File: src/rtl/ame_transpose_buffer.sv
// Ping-pong N x N pixel block buffer: rows written in, each block read out as rows or columns.
// Define AME_TRANSPOSE_BUFFER_DOUBLE_BANK_EN for two banks; the default build holds one bank.
module ame_transpose_buffer #(
    parameter int PIX_WIDTH = 8,
    parameter int N         = 16
) (
    input  logic                   clk_i,
    input  logic                   rst_n_i,
    input  logic                   flush_i,
    input  logic                   wr_valid_i,
    output logic                   wr_ready_o,
    input  logic [N*PIX_WIDTH-1:0] wr_data_i,
    input  logic                   rd_mode_i,
    output logic                   rd_valid_o,
    input  logic                   rd_ready_i,
    output logic [N*PIX_WIDTH-1:0] rd_data_o,
    output logic [$clog2(N)-1:0]   rd_idx_o,
    output logic                   rd_last_o
);
    localparam int CW = $clog2(N);
    localparam int RW = N * PIX_WIDTH;
`ifdef AME_TRANSPOSE_BUFFER_DOUBLE_BANK_EN
    localparam int NB = 2;
`else
    localparam int NB = 1;
`endif

    typedef enum logic [1:0] {
        BANK_EMPTY,
        BANK_FILLING,
        BANK_FULL,
        BANK_DRAINING
    } bank_state_t;

    bank_state_t   bank_state     [NB];
    bank_state_t   bank_state_nxt [NB];
    logic [RW-1:0] mem            [NB][N];

    logic          wr_ptr;
    logic          rd_ptr;
    logic [CW-1:0] wr_cnt;
    logic [CW-1:0] rd_cnt;
    logic          rd_mode_q;

    logic          wr_fire;
    logic          wr_last;
    logic          out_free;
    logic          rd_avail;
    logic          rd_load;
    logic          rd_last_beat;
    logic          beat_mode;
    logic [RW-1:0] beat_data;

    assign wr_ready_o   = (bank_state[wr_ptr] == BANK_EMPTY) || (bank_state[wr_ptr] == BANK_FILLING);
    assign wr_fire      = wr_valid_i && wr_ready_o && !flush_i;
    assign wr_last      = (wr_cnt == CW'(N - 1));
    assign out_free     = !rd_valid_o || rd_ready_i;
    assign rd_avail     = (bank_state[rd_ptr] == BANK_FULL) || (bank_state[rd_ptr] == BANK_DRAINING);
    assign rd_load      = out_free && rd_avail && !flush_i;
    assign rd_last_beat = (rd_cnt == CW'(N - 1));
    // The transpose choice is taken live on beat 0 and frozen for the rest of the block.
    assign beat_mode    = (rd_cnt == '0) ? rd_mode_i : rd_mode_q;

    // NOTE: every variable assigned in an always_comb gets a default first, so no latch is inferred.
    always_comb begin
        for (int b = 0; b < NB; b++) bank_state_nxt[b] = bank_state[b];
        if (flush_i) begin
            for (int b = 0; b < NB; b++) bank_state_nxt[b] = BANK_EMPTY;
        end else begin
            if (wr_fire) bank_state_nxt[wr_ptr] = wr_last ? BANK_FULL : BANK_FILLING;
            if (rd_load) bank_state_nxt[rd_ptr] = rd_last_beat ? BANK_EMPTY : BANK_DRAINING;
        end
    end

    // NOTE: state flops use non-blocking assignments; blocking ones belong only in always_comb.
    always_ff @(posedge clk_i or negedge rst_n_i) begin
        if (!rst_n_i) begin
            for (int b = 0; b < NB; b++) bank_state[b] <= BANK_EMPTY;
        end else begin
            for (int b = 0; b < NB; b++) bank_state[b] <= bank_state_nxt[b];
        end
    end

`ifdef AME_TRANSPOSE_BUFFER_DOUBLE_BANK_EN
    always_ff @(posedge clk_i or negedge rst_n_i) begin
        if (!rst_n_i) begin
            wr_ptr <= 1'b0;
            rd_ptr <= 1'b0;
        end else if (flush_i) begin
            wr_ptr <= 1'b0;
            rd_ptr <= 1'b0;
        end else begin
            if (wr_fire && wr_last)      wr_ptr <= ~wr_ptr;
            if (rd_load && rd_last_beat) rd_ptr <= ~rd_ptr;
        end
    end
`else
    assign wr_ptr = 1'b0;
    assign rd_ptr = 1'b0;
`endif

    // NOTE: the pixel array has no reset; bank state alone says whether its contents are live.
    always_ff @(posedge clk_i) begin
        if (wr_fire) mem[wr_ptr][wr_cnt] <= wr_data_i;
    end

    always_comb begin
        beat_data = mem[rd_ptr][rd_cnt];
        if (beat_mode) begin
            for (int r = 0; r < N; r++)
                beat_data[r*PIX_WIDTH +: PIX_WIDTH] = mem[rd_ptr][CW'(r)][int'(rd_cnt)*PIX_WIDTH +: PIX_WIDTH];
        end
    end

    // Counters wrap naturally because N is a power of two.
    always_ff @(posedge clk_i or negedge rst_n_i) begin
        if (!rst_n_i) begin
            wr_cnt     <= '0;
            rd_cnt     <= '0;
            rd_mode_q  <= 1'b0;
            rd_valid_o <= 1'b0;
            rd_data_o  <= '0;
            rd_idx_o   <= '0;
            rd_last_o  <= 1'b0;
        end else if (flush_i) begin
            wr_cnt     <= '0;
            rd_cnt     <= '0;
            rd_mode_q  <= 1'b0;
            rd_valid_o <= 1'b0;
            rd_idx_o   <= '0;
            rd_last_o  <= 1'b0;
        end else begin
            if (wr_fire) wr_cnt <= wr_cnt + 1'b1;
            if (rd_load) begin
                rd_valid_o <= 1'b1;
                rd_data_o  <= beat_data;
                rd_idx_o   <= rd_cnt;
                rd_last_o  <= rd_last_beat;
                rd_cnt     <= rd_cnt + 1'b1;
                if (rd_cnt == '0) rd_mode_q <= rd_mode_i;
            end else if (out_free) begin
                rd_valid_o <= 1'b0;
            end
        end
    end

endmodule

File: config.mk
export PLATFORM = sky130hd
export DESIGN_NAME = ame_transpose_buffer
export DESIGN_NICKNAME = d
export VERILOG_FILES = /design/src/rtl/ame_transpose_buffer.sv
export SDC_FILE = /design/constraint.sdc
export NUM_CORES = 2
export LEC_CHECK = 0
export CORE_MARGIN = 2
export CORE_UTILIZATION = 54
export DETAILED_ROUTE_END_ITERATION = 10
export GPL_TIMING_DRIVEN = 1
export PLACE_DENSITY_LB_ADDON = 0.2
export SLEW_MARGIN = 30
export SYNTH_ARGS = -nofsm -noshare
export SYNTH_HDL_FRONTEND = slang
export SYNTH_SLANG_ARGS = --single-unit
File: constraint.sdc
create_clock -name clk_i -period 9.6 [get_ports clk_i]
set_input_delay 0.96 -clock clk_i [delete_from_list [all_inputs] [get_ports clk_i]]
set_output_delay 0.96 -clock clk_i [all_outputs]
set_load 0.05 [all_outputs]
Word level (Yosys, flattened, before mapping) --
Memories as Yosys holds them, arrays and structs flattened. Index checks and enable logic that the tools add are counted.
Cells by class: add/sub/neg operators 2, multipliers 0, divide/modulo/power cells 0, $lt $le $gt $ge 3, equality and inequality tests 5, shift operators 9, muxes and demuxes 27, bitwise gates (word level) 3, reduce and logical (&&, ||, !) cells 17
Operators with widths (number):
- $mux 2048 | 1
- $shiftx 128x8->8 | 8
- $bmux 128 s4 | 1
- $demux 128 s4 | 1
- $mux 128 | 4
- $mux 4 | 6
- $ge 5x5->1 const B | 2
- $mux 2 | 5
- $not 4->5 | 2
- $mux 1 | 9
- $add 4x1->4 const B | 2
- $eq 4x4->1 const B | 2
- $shiftx 1x8->8 const A | 1
- $reduce_bool 3->1 | 2
- $logic_and 1x1->1 | 5
- $lt 5x1->1 const B | 1
- $eq 2x2->1 const B | 2
- $logic_not 4->1 | 1
- $reduce_bool 2->1 | 2
- $logic_or 1x1->1 | 3
- $eq 2x1->1 const B | 1
- $logic_not 1->1 | 2
- $logic_not 2->1 | 1
- $reduce_and 2->1 | 1
- $not 1->1 | 1
Storage, ports and cells: register bits after elaboration 145, bits in latches 0, bits in writable memories 2048, memory bits (read-only) 0, memories kept 1
Memories:
- mem | depth 1, bits a word 2048, rd ports 1, clocked after memory_dff 0, write ports 1, line 37 | logic [RW-1:0] mem [NB][N];

Depth between registers and ports, before layout --
depth after elaboration 7, mapped depth 14

Worst setup path before layout --
Ideal clock, no wire load.
path type input port to flip-flop, start point input port wr_valid_i, end point memory mem[0][1536] (netlist name) (enable), setup time 0.772 ns, arrival 10.286 ns, data required time 8.828 ns, path slack -1.457 ns, cell stages on the path 5, buffers on the path 1, cells stage by stage nor2b_1 > clkbuf_1 > nor2b_1 > nand2_1 > nor3_1
On the way: word-level cells in the longest chain between the ends 4
RTL lines:
- start, declared | line 10 | input logic wr_valid_i,
- $logic_and 1x1->1 (2 in a row) | line 55 | assign wr_fire = wr_valid_i && wr_ready_o && !flush_i;
- $mux 1 | line 104 | if (wr_fire) mem[wr_ptr][wr_cnt] <= wr_data_i;
- $mux 2048 (implied by the code) | line 104
- end, declared | line 37
No other way between the ends.

Final worst setup path --
start point register rd_cnt[0], end point register rd_data_o[57]
On the way: word-level cells in the longest chain between the ends 5, elaborated cells between the ends (all ways) 8
RTL lines:
- start, declared | line 42 | logic [CW-1:0] rd_cnt;
- start signal, assigned | line 139 | rd_cnt <= rd_cnt + 1'b1;
- parallel branches: the longest is 4 deep, another holds $shiftx 128x8->8
- $mux 128 * | line 109 | if (beat_mode) begin
- end signal, assigned | line 136 | rd_data_o <= beat_data;
- end, declared | line 16 | output logic [N*PIX_WIDTH-1:0] rd_data_o,
Mark *: on every way between the ends. The select of a mux whose other input is x is not followed. A chain may end at the register's enable or synchronous reset.

==> flow_summary.ini <==
[run_status]
status = completed

[clock_network]
clock_latency_ns = 0.88
postCtsSetupRepairBufs = 0
cts.sinks = 2192
clk_pin_slew_worst_paths_ns = 0.06
root_buffer = clkbuf_16
hold_buffers = 0
cts_tree = done
numCtsBuffers = 213
clockBufferDepth = 3
htreeDepth = 4
cts_resized = 0

[placement]
io_buffers = 268
gp_congestion = 0.900
post_dp_cell_area_sq_um = 95500
hpwl_um = 167000

[setup_path]
crit_path_top_delay_cell = dfrtp_4
crit_family = buffers and inverters
worstPathRequired_ns = 10.35
ff2ff_setup_slack_ns = 4.61
path_buf_inv = 3
cpPeakStageDelay_ns = 1.00
crit_type = reg -> reg
r2r-end = rd_data_o[57]
worstPathCellList = buf_4, buf_4, buf_4, mux2i_1, nor3_1, nor3_1, a31oi_1, a22o_1
critPathCaptureType = register
rr_startpoint = rd_cnt[0]
rr_worst_depth = 8
startpoint_type = register
crit_top_cell = buf_4
crit_path_start = rd_cnt[0]
worstPathArrival_ns = 5.74
cp_max_fo = 48

[yosys]
synth_top_area_cell = edfxtp_1
synth.net_count = 4203
syn-cell-area_sq_um = 90200
synth.distinct_cells = 51
synth.yosys.warnings = 0
avgSynthCellArea_sq_um = 22.2
synthCells = 4063
ys_ff_latch = 2192
synth.area.top_cells = edfxtp_1 68%, mux4_2 21%, dfrtp_1 4.0%
ys.flop_type = edfxtp_1
synth_top_area_share = 0.681
seq_area_frac_synth = 0.721
synth_edf_count = 2048
synthArstFlopShare = 0.0657

[detailed_routing]
wl_um = 270000
first_iter_violations = 7627
vias = 48000
drc = 0
wl_per_cell_um = 40.0
ant_nets = 0
drtPass1Iterations = 7
viasPerCell = 7.10

[floorplan]
io_pins = 269
num_rows = 150
start_util = 0.542
die_w_um = 413
die_y_um = 413
die_area_sq_um = 170000
core_area_sq_um = 167000

[sta]
slew_viol_final = 0
fin_setup_tns_ns = 0
setup_violations = 0
tightest_slew_ns = 1.17
finClkSkew_ns = 0.0418
fin_crit_ns = 4.99
clock.fmax_mhz = 200
maxSlewHeadroom = 0.221
hold_slack_ns = 0.116
fin_crit_sh = 0.520
rsz0062_at_grt = no
hold_violations = 0

[final_layout]
drive_gt1_frac = 0.289
fin_area_sq_um = 103000
nets = 4493
syn_to_final_growth_pct = 14.1
utilization = 0.618

[global_routing]
antenna_found_initial = 39
grt_usage = 0.322
grt-ovfl-total = 0
grt_pass1_wl_um = 378000
grt_max_degree = 166
grt_pass1_vias = 46600

[power_and_ir_drop]
vdd_drop_max_v = 0.000230
leakage_nw = 31.9
p_total_mw = 19.6
powerDensity_nw_per_um2 = 191

[worst_hold_path]
hold_class = in -> async

[job]
drv_cap = 0
[stage by stage]
stage,instances,setup WS [ns]
CTS,6740,4.48
global route,6751,4.16
global placement,6334,4.52
floorplan,4063,1.80
finish,6759,4.61
detailed placement,6335,4.49
[logic make-up after synthesis]
family	share of synthesized area
buffers and inverters	0.0153
XOR/XNOR	0.000582
adder cells (fa/ha/maj)	0.000832
flip-flops	0.721
AND/OR/NAND/NOR	0.0155
multiplexers	0.221
AO/OA/AOI/OAI	0.0258
[where the power goes]
part	internal, mW	switching (mW)	leakage, nW	total (mW)
clock network	5.01	3.68	3.56	8.68
registers	10.5	0.0322	20.5	10.5
logic	0.122	0.281	7.91	0.403
[registers in the layout, summed over array words and instances, names as in the netlist]
name        flops
wr_cnt          4
rd_data_o     128
mem          2048
rd_last_o       1
bank_state      1
rd_valid_o      1
rd_cnt          4
rd_idx_o        4
rd_mode_q       1
[worst max path at each step]
| stage | cells after the start | slack, ns | to |
|---|---|---|---|
| 2_1_floorplan | 6 | 1.80 | bank_state[1] |
| 3_3_place_gp | 8 | 4.52 | rd_data_o[57] |
| 3_5_place_dp | 8 | 4.49 | rd_data_o[57] |
| 4_1_cts | 8 | 4.48 | rd_data_o[57] |
| 5_1_grt | 8 | 4.16 | rd_data_o[57] |
| 6_report | 8 | 4.61 | rd_data_o[57] |
[final cells by class]
cell class	instances	area [sq um]
Multi-Input combinational cell	1584	24000
Sequential cell	2192	65100
Clock inverter	120	1400
Tap cell	2204	2760
Clock buffer	285	5900
Antenna cell	12	30.0
Timing Repair Buffer	356	3800
Inverter	6	30.0
Fill cell	11400	63700
[cell usage after synthesis (7+ instances only)]
cell          n
a21oi_1      31
a221o_1      25
a221oi_1     14
a22o_1       69
a22oi_1      24
a31oi_1      13
buf_1        35
buf_2        88
buf_4        37
buf_6         7
clkbuf_1    114
dfrtp_1     144
edfxtp_1   2048
mux2_2        9
mux2i_1      71
mux4_2      848
nand2_1     179
nand2b_1     11
nand3_1      10
nor2_1       89
nor3_1       27
o21ai_0      21
o22ai_1      47
o2bb2ai_1    25
[layout by cell type, fill, tap and decap left out, types with 25 or more instances in the layout]
cell type	synthesis	layout
clkbuf_1	114	43
buf_4	37	52
clkinv_2	0	39
edfxtp_1	2048	2048
nand2_1	179	177
mux4_2	848	848
clkbuf_16	0	214
a22o_1	69	69
nor2_1	89	75
clkinv_1	0	28
o2bb2ai_1	25	25
mux2i_1	71	69
clkbuf_8	0	29
a221o_1	25	25
a21oi_1	31	31
clkdlybuf4s50_1	0	267
o22ai_1	47	47
bufinv_16	0	25
dfrtp_1	144	140
[layer usage]
metal  global-route usage  routed length (um)
met5                    0                 202
met4                0.114               10600
met3               0.0869               35100
met2                0.471              123000
met1                0.475              102000
[worst reg2reg max path: stages (launching register included)]
cell     delay, ns
dfrtp_4       1.00
buf_4         0.75
buf_4         0.83
buf_4         0.84
mux2i_1       0.52
nor3_1        0.09
nor3_1        0.44
a31oi_1       0.18
a22o_1        0.25
No activity file was read; power rests on OpenSTA's default activity.
